**config.mk**
```make
export PLATFORM = sky130hd
export DESIGN_NAME = sdram_cmd_decode
export DESIGN_NICKNAME = d
export VERILOG_FILES = /design/src/rtl/sdram_cmd_decode.sv
export SDC_FILE = /design/constraint.sdc
export NUM_CORES = 1
export LEC_CHECK = 0
export ABC_AREA = 0
export BUFFER_PORTS_ARGS = -buffer_cell sky130_fd_sc_hd__buf_4
export CAP_MARGIN = 20
export CORE_ASPECT_RATIO = 0.5
export CORE_MARGIN = 3
export CORE_UTILIZATION = 57
export CTS_CLUSTER_DIAMETER = 150
export DETAILED_ROUTE_END_ITERATION = 7
export PLACE_DENSITY = 0.83
export SLEW_MARGIN = 10
export SYNTH_ARGS = -nofsm -noshare
export SYNTH_HDL_FRONTEND = slang
export SYNTH_SLANG_ARGS = --single-unit
```
**constraint.sdc**
```tcl
create_clock -name sclk -period 2.5 [get_ports sclk]
set_input_delay 0.25 -clock sclk [delete_from_list [all_inputs] [get_ports sclk]]
set_output_delay 0.25 -clock sclk [all_outputs]
set_load 0.05 [all_outputs]
```
**src/rtl/sdram_cmd_decode.sv**
```systemverilog
// UART byte-stream command parser feeding the SDRAM write FIFO and read/write triggers.
// Optional statistics counters are enabled with CMD_DECODE_STAT_EN.
module sdram_cmd_decode #(
    parameter logic [7:0]  WR_CMD      = 8'h55,
    parameter logic [7:0]  RD_CMD      = 8'hAA,
    parameter int unsigned WR_LEN      = 4,
    parameter int unsigned TIMEOUT_CYC = 500000
) (
    input  logic        sclk,
    input  logic        s_rst_n,
    input  logic [7:0]  rx_data,
    input  logic        rx_flag,
    output logic        wfifo_wr_en,
    output logic [7:0]  wfifo_data,
    output logic        wr_trig,
    output logic        rd_trig,
`ifdef CMD_DECODE_STAT_EN
    output logic [15:0] wr_cmd_cnt,
    output logic [15:0] rd_cmd_cnt,
    output logic [7:0]  err_cnt,
`endif
    output logic        err_timeout
);

    typedef enum logic [1:0] {
        IDLE    = 2'd0,
        WR_DATA = 2'd1,
        WR_TRIG = 2'd2
    } state_t;

    localparam logic [7:0]  LEN_LAST = 8'(WR_LEN - 1);
    localparam logic [19:0] TO_LAST  = 20'(TIMEOUT_CYC - 1);

    state_t      state;
    state_t      state_nxt;
    logic [7:0]  byte_cnt;
    logic [7:0]  byte_cnt_nxt;
    logic [19:0] to_cnt;
    logic [19:0] to_cnt_nxt;

    logic        wr_en_nxt;
    logic [7:0]  data_nxt;
    logic        wr_trig_nxt;
    logic        rd_trig_nxt;
    logic        err_nxt;

    logic        hit_rd;
    logic        hit_wr;

    assign hit_rd = rx_flag && (rx_data == RD_CMD);
    assign hit_wr = rx_flag && (rx_data == WR_CMD);

    always_ff @(posedge sclk) begin
        if (!s_rst_n) begin
            state       <= IDLE;
            byte_cnt    <= 8'd0;
            to_cnt      <= 20'd0;
            wfifo_wr_en <= 1'b0;
            wfifo_data  <= 8'd0;
            wr_trig     <= 1'b0;
            rd_trig     <= 1'b0;
            err_timeout <= 1'b0;
        end else begin
            state       <= state_nxt;
            byte_cnt    <= byte_cnt_nxt;
            to_cnt      <= to_cnt_nxt;
            wfifo_wr_en <= wr_en_nxt;
            wfifo_data  <= data_nxt;
            wr_trig     <= wr_trig_nxt;
            rd_trig     <= rd_trig_nxt;
            err_timeout <= err_nxt;
        end
    end

    always_comb begin
        state_nxt    = state;
        byte_cnt_nxt = byte_cnt;
        to_cnt_nxt   = to_cnt;
        wr_en_nxt    = 1'b0;
        data_nxt     = wfifo_data;
        wr_trig_nxt  = 1'b0;
        rd_trig_nxt  = 1'b0;
        err_nxt      = 1'b0;

        unique case (state)
            // WR_TRIG fires the trigger and decodes a new command byte like IDLE
            IDLE, WR_TRIG: begin
                wr_trig_nxt = (state == WR_TRIG);
                state_nxt   = IDLE;
                unique case (1'b1)
                    hit_rd: rd_trig_nxt = 1'b1;
                    hit_wr: begin
                        state_nxt    = WR_DATA;
                        byte_cnt_nxt = 8'd0;
                        to_cnt_nxt   = 20'd0;
                    end
                    default: ;
                endcase
            end

            WR_DATA: begin
                if (rx_flag) begin
                    wr_en_nxt  = 1'b1;
                    data_nxt   = rx_data;
                    to_cnt_nxt = 20'd0;
                    if (byte_cnt == LEN_LAST) begin
                        state_nxt    = WR_TRIG;
                        byte_cnt_nxt = 8'd0;
                    end else begin
                        byte_cnt_nxt = byte_cnt + 8'd1;
                    end
                end else if (to_cnt == TO_LAST) begin
                    err_nxt      = 1'b1;
                    state_nxt    = IDLE;
                    byte_cnt_nxt = 8'd0;
                    to_cnt_nxt   = 20'd0;
                end else begin
                    to_cnt_nxt = to_cnt + 20'd1;
                end
            end

            default: begin
                state_nxt    = IDLE;
                byte_cnt_nxt = 8'd0;
                to_cnt_nxt   = 20'd0;
            end
        endcase
    end

`ifdef CMD_DECODE_STAT_EN
    // Event counters follow the registered pulses and stick at all-ones
    always_ff @(posedge sclk) begin
        if (!s_rst_n) begin
            wr_cmd_cnt <= 16'd0;
            rd_cmd_cnt <= 16'd0;
            err_cnt    <= 8'd0;
        end else begin
            if (wr_trig && (wr_cmd_cnt != 16'hFFFF))
                wr_cmd_cnt <= wr_cmd_cnt + 16'd1;
            if (rd_trig && (rd_cmd_cnt != 16'hFFFF))
                rd_cmd_cnt <= rd_cmd_cnt + 16'd1;
            if (err_timeout && (err_cnt != 8'hFF))
                err_cnt <= err_cnt + 8'd1;
        end
    end
`endif

endmodule

```
==> results.cfg, run 1 <==
[detailed_routing]
postRouteAntennaNets = 0
drc_errors = 0
drt-wirelength-per-cell_um = 14.2
drtIter0Drc = 72
num_vias = 1699
dr.pass1.iters = 4
routed_wl_um = 4120
via_per_inst = 5.88

[setup_path]
worstRegToRegCells = 5
rrSetupSlack_ns = 0.51
path_buf_inv = 0
critical_path_required_ns = 2.69
cpLargestDelayFamily = simple AND/OR/NAND/NOR gates
crit_path_cell_trace = ha_1, nor4b_1, a21oi_1, and2_1, o221a_2
path_class = reg2reg
rr_endpoint = byte_cnt[3]
end_kind = flip-flop
arrival_ns = 2.19
path_max_fanout = 7
cp_slowest_cell = nor4b_1
worstReg2RegStart = byte_cnt[0]
critPathMaxStageDelay_ns = 0.50
start_kind = flip-flop

[logic_synthesis]
synth_edf_count = 0
synthCells = 223
synth_area_per_cell_sq_um = 8.72
yosys_register_bits = 42
yosys_warnings = 0
ys.flop_type = dfxtp_1
yosys-top-cells-area = dfxtp_1 43%, xnor2_1 7.7%, nand2_1 6.4%
yosys-top-cells-count = 42 x dfxtp_1, 33 x nand2_1, 23 x nor2_1, 17 x xnor2_1, 10 x a21oi_1
seq_area_frac_synth_pct = 43.2
ys_types = 45
postSynthNetCount = 236
synth_most_common_cell = dfxtp_1
syn_area_sq_um = 1940
yosysTopAreaCell = dfxtp_1
synthArstFlopShare_pct = 0
yosysTopAreaCellShare_pct = 43.2

[power_and_ir_drop]
ir_worst_vdd_mv = 0.335
intPower_uw = 983
p_comb_share_pct = 3.1
powerDensity_nw_per_um2 = 552
p_total_uw = 1250
power.switching_uw = 265
seqPwrFrac_pct = 53.6
leakage_uw = 0.000764
pwr-share-clk_pct = 43.3
switching_share_pct = 21.2

[timing]
fin_hold_ws_ns = 0.122
timing.fmax_ghz = 0.502
finalSetupTns_ns = 0
report.final.setup_viol = 0
rsz0062_at_grt = no
skew_ns = 0.00896
relSlewSlack_pct = 61.6
worst_pin_slew_ns = 0.568
slew_violations = 0
fin_crit_ns = 1.99
hold_viol = 0
period_share_pct = 79.7
setup_slack_ns = 0.509

[clocking]
clock_path_buffers = 2
worstSkewPairLatency_ns = 0.30
holdBufCountCts = 0
path_clk_slew_ns = 0.09
cts.sink_count = 42
cts_root_buf = clkbuf_8
cts_tree = built
cts.repair.resized = 0
htree_levels = 2
numCtsBuffers = 5
cts_setup_buffers = 0

[floorplan]
die_y_um = 47.3
rows = 14
die_x_um = 88.6
io_pins = 23
dieArea_sq_um = 4190
start_util_pct = 62.0
coreArea_sq_um = 3140

[hold_path]
hp-class = in2reg
holdPathStages = 2
holdPathEnd = rd_trig
min_from = rx_data[4]

[cells_and_area]
antenna_cells = 0
area_delta_synth_final_pct = 16.2
nets = 261
drive_above_1_share_pct = 17.3

[grt]
grt_max_degree = 25
grt-ovfl-total = 0
grt_pass1_vias = 1448
grt_pass1_wl_um = 6780
antenna_found_initial = 0
grt_use_total_pct = 21.6

[run]
maxCapViolations = 0

[place]
gp_congestion = 0.837
dp_hpwl_um = 2810
portBuffers = 22
place_ws_ns = 0.602

[status]
run_status = complete, no violations
-- cells by family after synthesis --
family	after synthesis	synth area share [%]
AND/OR/NAND/NOR	118	33.7
flip-flops	42	43.2
AO/OA/AOI/OAI	30	9.97
XOR/XNOR	19	8.56
buffers and inverters	11	2.70
adder cells (fa/ha/maj)	2	1.29
multiplexers	1	0.515
-- power by group through the flow --
stage          Clock [uW]  Sequential (uW)  Combinational, uW
2_1_floorplan           0              685               15.6
3_3_place_gp            0              685               37.1
3_5_place_dp            0              685               37.8
4_1_cts               551              669               37.9
5_1_grt               577              669               41.3
6_report              540              669               38.2
-- metrics by stage --
step	area (sq um)	cells	util, %
floorplan	1940	223	-
global placement	2150	281	68.5
detailed placement	2150	281	68.5
CTS	2260	289	72.0
global route	2260	289	72.0
finish	2260	289	72.0
-- routing by layer --
layer  track usage, %  up-vias  routed length, um
li1                 -      841                  -
met1             27.9      795               1930
met2             35.8       56               1890
met3             5.25        7                242
met4             8.13        0                 57
met5                0        -                  0
-- state kept, by name, summed over array words and instances, names as in the netlist --
| name | count |
|---|---|
| wfifo_data | 8 |
| to_cnt | 20 |
| byte_cnt | 8 |
| wfifo_wr_en | 1 |
| rd_trig | 1 |
| wr_trig | 1 |
| err_timeout | 1 |
| state | 2 |
-- cells in the final DEF, fill, tap and decap left out, types with 3 or more instances in the layout --
master	Yosys	routed
dfxtp_1	42	42
nand2_1	33	33
buf_4	0	26
nor2_1	23	23
xnor2_1	17	17
a21oi_1	10	10
nand3_1	9	9
nor3_1	8	8
nor4_1	8	8
o21ai_0	7	7
nand4_1	5	5
clkbuf_8	0	5
nor3b_1	4	4
inv_1	3	3
and3_1	3	3
nor2_2	3	3
-- worst max path at each step --
stage,cells past startpoint,slack [ns],endpoint,from
finish,5,0.51,byte_cnt[3],byte_cnt[0]
global route,5,0.28,byte_cnt[4],byte_cnt[0]
CTS,5,0.54,byte_cnt[4],byte_cnt[0]
detailed placement,5,0.60,byte_cnt[4],byte_cnt[0]
global placement,6,0.73,byte_cnt[3],to_cnt[0]
floorplan,5,0.75,byte_cnt[3],to_cnt[0]
-- cell type report --
cell class	instances	area, sq um
Clock buffer	6	72.6
Clock inverter	2	37.5
Fill cell	229	877
Multi-Input combinational cell	170	1050
Tap cell	40	50.0
Inverter	3	11.3
Sequential cell	42	841
Timing Repair Buffer	26	195
(Power assumes the default switching activity.)
==> run 2: changes to the inputs <==
Settings changed: ABC_AREA 0 to 1, CORE_UTILIZATION 57 to 58, PLACE_DENSITY 0.83 to 0.84.
Clock period 2.5 ns to 1.9 ns, I/O delays scaled along.
==> results.cfg, run 2 <==
[status]
run_status = complete, no violations

[floorplan]
io_pins = 23
die_y_um = 48.8
rows = 14
start_util_pct = 65.6
die_x_um = 91.6
dieArea_sq_um = 4470
coreArea_sq_um = 3240

[setup_path]
path_buf_inv = 0
worstReg2RegStart = to_cnt[0]
cp_slowest_cell = dfxtp_1
crit_path_cell_trace = ha_1, nand3_1, nor2_1, nand3_1, nand2_1, nand2_4, nand2_4, o21ai_0
rrSetupSlack_ns = 0.24
critPathMaxStageDelay_ns = 0.37
path_class = reg2reg
cpLargestDelayFamily = simple AND/OR/NAND/NOR gates
end_kind = flip-flop
arrival_ns = 1.86
worstRegToRegCells = 8
path_max_fanout = 18
critical_path_required_ns = 2.09
start_kind = flip-flop
rr_endpoint = byte_cnt[6]

[timing]
hold_viol = 0
timing.fmax_ghz = 0.601
period_share_pct = 87.6
rsz0062_at_grt = no
relSlewSlack_pct = 79.3
skew_ns = 0.0113
fin_crit_ns = 1.66
report.final.setup_viol = 0
setup_slack_ns = 0.236
slew_violations = 0
worst_pin_slew_ns = 0.308
finalSetupTns_ns = 0

[logic_synthesis]
postSynthNetCount = 319
synthSimpleGateAreaFrac_pct = 39.4
yosys-top-cells-count = 77 x nand2_1, 51 x nor2_1, 42 x dfxtp_1, 30 x inv_1, 19 x nand3_1
yosys-top-cells-area = dfxtp_1 40%, nand2_1 14%, nor2_1 9.0%
synth_top_family_by_area = simple AND/OR/NAND/NOR gates
syn_area_sq_um = 2120
ys.flop_type = dfxtp_1
synth_edf_count = 0
synth_area_per_cell_sq_um = 6.94
ys_types = 32
synth_most_common_cell = nand2_1
synth_compound_area_share_pct = 8.89
synthMuxAreaShare_pct = 0
synthArstFlopShare_pct = 0
synthAdderAreaFrac_pct = 1.18
yosys_register_bits = 42
yosysTopAreaCellShare_pct = 39.6
synthCells = 306
seq_area_frac_synth_pct = 39.6
yosys_warnings = 0
yosysTopAreaCell = dfxtp_1
synth-xor-area-share_pct = 2.89

[hold_path]
holdPathEnd = rd_trig
min_from = rx_data[1]
hp-class = in2reg
holdPathStages = 3

[clocking]
htree_levels = 2
cts.repair.resized = 0
clock_path_buffers = 2
cts_setup_buffers = 0
cts_root_buf = clkbuf_8
holdBufCountCts = 0
numCtsBuffers = 5
path_clk_slew_ns = 0.08
worstSkewPairLatency_ns = 0.30
cts_tree = built
cts.sink_count = 42

[run]
maxCapViolations = 0

[grt]
grt-ovfl-total = 0
grt_use_met1_pct = 27.8
grt_use_total_pct = 21.9
met2_usage_pct = 35.4
grt_pass1_wl_um = 7870
grt-busiest-layer = met2
grt_max_degree = 23
met3_usage_pct = 6.93
antenna_found_initial = 0
grt_pass1_vias = 1799

[detailed_routing]
via_per_inst = 5.29
routed_wl_um = 4610
drtIter0Drc = 72
dr.pass1.iters = 4
drc_errors = 0
drt-wirelength-per-cell_um = 12.2
num_vias = 2006
postRouteAntennaNets = 0

[cells_and_area]
largest_reg_flops = 20
area_delta_synth_final_pct = 13.7
nets = 343
antenna_cells = 0
drive_above_1_share_pct = 14.5
final_cell_mix = 77 x nand2_1, 51 x nor2_1, 42 x dfxtp_1
final_area_sq_um = 2420
layout_commonest_cell = nand2_1
regMostFlops = to_cnt
largestRegisters = to_cnt (20), byte_cnt (8), wfifo_data (8)

[place]
portBuffers = 22
post_dp_cell_area_sq_um = 2310
gp_congestion = 0.866
place_ws_ns = 0.247
dp_hpwl_um = 3270

[power_and_ir_drop]
ir_worst_vdd_mv = 0.464
leakage_uw = 0.000940
powerDensity_nw_per_um2 = 686
run 2: cells by family after synthesis:
| kind of cell | Yosys count |
|---|---|
| simple gates | 184 |
| flops | 42 |
| buf+inv | 38 |
| compound gates | 33 |
| xor+xnor | 7 |
| fa+ha+maj | 2 |
run 2: layout make-up:
cell class | count | area, sq um
clock buffer | 6 | 72.6
clock inverter | 2 | 37.5
fill | 268 | 825
inverter | 32 | 120
multi-input combinational | 226 | 1110
sequential | 42 | 841
tap | 48 | 60.1
timing repair buffer | 23 | 173
run 2: power breakdown:
group | leakage, uW | switching [uW] | internal (uW) | total [uW]
Clock | 0.0000514 | 332 | 393 | 725
Sequential | 0.000338 | 0.326 | 880 | 880
Combinational | 0.000550 | 33.0 | 20.3 | 53.3
Total | 0.000940 | 365 | 1290 | 1660
run 2: stage by stage:
| step | cells | utilization [%] | hold slack [ns] | total power [uW] |
|---|---|---|---|---|
| finish | 379 | 74.6 | 0.148 | 1660 |
| global route | 379 | 74.6 | 0.131 | 1710 |
| CTS | 379 | 74.6 | 0.141 | 1650 |
| detailed placement | 371 | 71.2 | 0.446 | 954 |
| global placement | 371 | 71.2 | 0.451 | 953 |
| floorplan | 306 | - | 0.321 | 931 |
run 2: per-layer routing:
metal	vias to the layer above	wire (um)	part of all wire, %
met5	-	0	0
met1	913	2160	47
met4	0	61	1.3
met3	8	299	6.5
li1	1025	-	-
met2	60	2090	45
run 2: tightest hold or removal path: stages:
cell and delay (ns):
buf_4 0.12, nand3_1 0.06, nor2_1 0.04
run 2: worst max path at each step:
stage | cells past startpoint | startpoint | end
floorplan | 9 | to_cnt[0] | to_cnt[11]
global placement | 8 | to_cnt[0] | byte_cnt[6]
detailed placement | 8 | to_cnt[0] | byte_cnt[6]
CTS | 8 | to_cnt[0] | byte_cnt[6]
global route | 8 | to_cnt[0] | byte_cnt[6]
finish | 8 | to_cnt[0] | byte_cnt[6]
==> run 3: changes to the inputs <==
Clock period 1.9 ns to 1.7 ns, I/O delays scaled along.
==> results.cfg, run 3 (synthesis gave the netlist of run 2 again) <==
[status]
run_status = complete, no violations

[grt]
grt_use_total_pct = 21.3
grt-ovfl-total = 0
grt_use_met1_pct = 28.1
grt_max_degree = 23
met2_usage_pct = 33.5
grt_pass1_wl_um = 7650
grt_pass1_vias = 1763
met3_usage_pct = 6.16
grt-busiest-layer = met2
antenna_found_initial = 0

[timing]
finalSetupTns_ns = 0
relSlewSlack_pct = 76.5
report.final.setup_viol = 0
fin_crit_ns = 1.57
skew_ns = 0.00449
worst_pin_slew_ns = 0.351
slew_violations = 0
period_share_pct = 92.4
hold_viol = 0
rsz0062_at_grt = yes
timing.fmax_ghz = 0.636

[floorplan]
dieArea_sq_um = 4470
start_util_pct = 65.6
io_pins = 23
coreArea_sq_um = 3240
die_y_um = 48.8
rows = 14
die_x_um = 91.6

[setup_path]
path_buf_inv = 1
critPathMaxStageDelay_ns = 0.37
cp_slowest_cell = dfxtp_1
startpoint = to_cnt[0]
path_max_fanout = 6
path_class = reg2reg
crit_path_cell_trace = ha_2, nand3_1, nor2_2, inv_1, nor2_4, nand3_1, nand2_1, nand2_1, nor2_1
cpLargestDelayFamily = simple AND/OR/NAND/NOR gates
arrival_ns = 1.80
worstReg2RegStart = to_cnt[0]
critical_path_required_ns = 1.93
start_kind = flip-flop
end_kind = flip-flop

[detailed_routing]
dr.pass1.iters = 4
drtIter0Drc = 83
postRouteAntennaNets = 0
num_vias = 1963
routed_wl_um = 4500
drc_errors = 0
drt-wirelength-per-cell_um = 11.9
via_per_inst = 5.18

[clocking]
numCtsBuffers = 5
path_clk_slew_ns = 0.07
clock_path_buffers = 2
holdBufCountCts = 0
cts.sink_count = 42
htree_levels = 2
cts_root_buf = clkbuf_8
cts_tree = built
worstSkewPairLatency_ns = 0.29

[place]
dpl.cell_count = 372
gp_congestion = 0.906
dp_hpwl_um = 3280
portBuffers = 22

[cells_and_area]
fin_util_pct = 74.2
layout_commonest_cell = nand2_1
final_cell_mix = 76 x nand2_1, 50 x nor2_1, 42 x dfxtp_1
regMostFlops = to_cnt
drive_above_1_share_pct = 15.1
nets = 344
area_delta_synth_final_pct = 13.3
antenna_cells = 0
largest_reg_flops = 20
largestRegisters = to_cnt (20), byte_cnt (8), wfifo_data (8)
stdcell_count = 379

[power_and_ir_drop]
ir_worst_vdd_mv = 0.540
p_total_uw = 1640
seqPwrFrac_pct = 59.9
powerDensity_nw_per_um2 = 682
power.switching_uw = 351
switching_share_pct = 21.4
leakage_uw = 0.000931
pwr-share-clk_pct = 36.2
intPower_uw = 1290
p_comb_share_pct = 3.8

[hold_path]
hp-class = in2reg
min_from = rx_data[3]

[run]
maxCapViolations = 0
run 3: what timing repair did:
action	4_1_cts	5_1_grt
setup buffers	0	0
gates resized for setup	0	4
endpoints found under the setup margin	0	18
run 3: worst paths after layout:
kind                    to  slack, ns  cells past startpoint
min          wfifo_data[3]       0.14                      3
min reg2reg  wfifo_data[4]       0.47                      2
max             to_cnt[14]       0.13                      9
max reg2reg     to_cnt[14]       0.13                      9
run 3: power groups by stage:
stage,logic [uW],clock network [uW],registers (uW)
2_1_floorplan,32.9,0,1010
3_3_place_gp,59.4,0,1010
3_5_place_dp,60.1,0,1010
4_1_cts,60.7,609,984
5_1_grt,68.5,671,984
6_report,62.9,595,984
run 3: stage by stage:
step	hold WS [ns]	cell area [sq um]	setup WS [ns]
floorplan	0.301	2120	0.213
global placement	0.434	2310	0.0929
detailed placement	0.445	2310	0.0469
CTS	0.140	2390	0.0420
global route	0.147	2410	-0.00252
finish	0.142	2410	0.129
run 3: routing by layer:
layer / up-vias / wire length (um)
li1: 1026 / -
met1: 881 / 2170
met2: 52 / 2030
met3: 4 / 268
met4: 0 / 29
met5: - / 0
run 3: worst min-delay path, stage by stage:
cell	delay, ns
buf_4	0.08
inv_1	0.05
a21oi_1	0.10
run 3: final cells by class:
class | count | area [sq um]
multi-input cells | 226 | 1130
flip-flops and latches | 42 | 841
fillers | 272 | 835
repair buffers | 24 | 180
inverters | 32 | 120
clock buffers | 7 | 76.3
well taps | 48 | 60.1
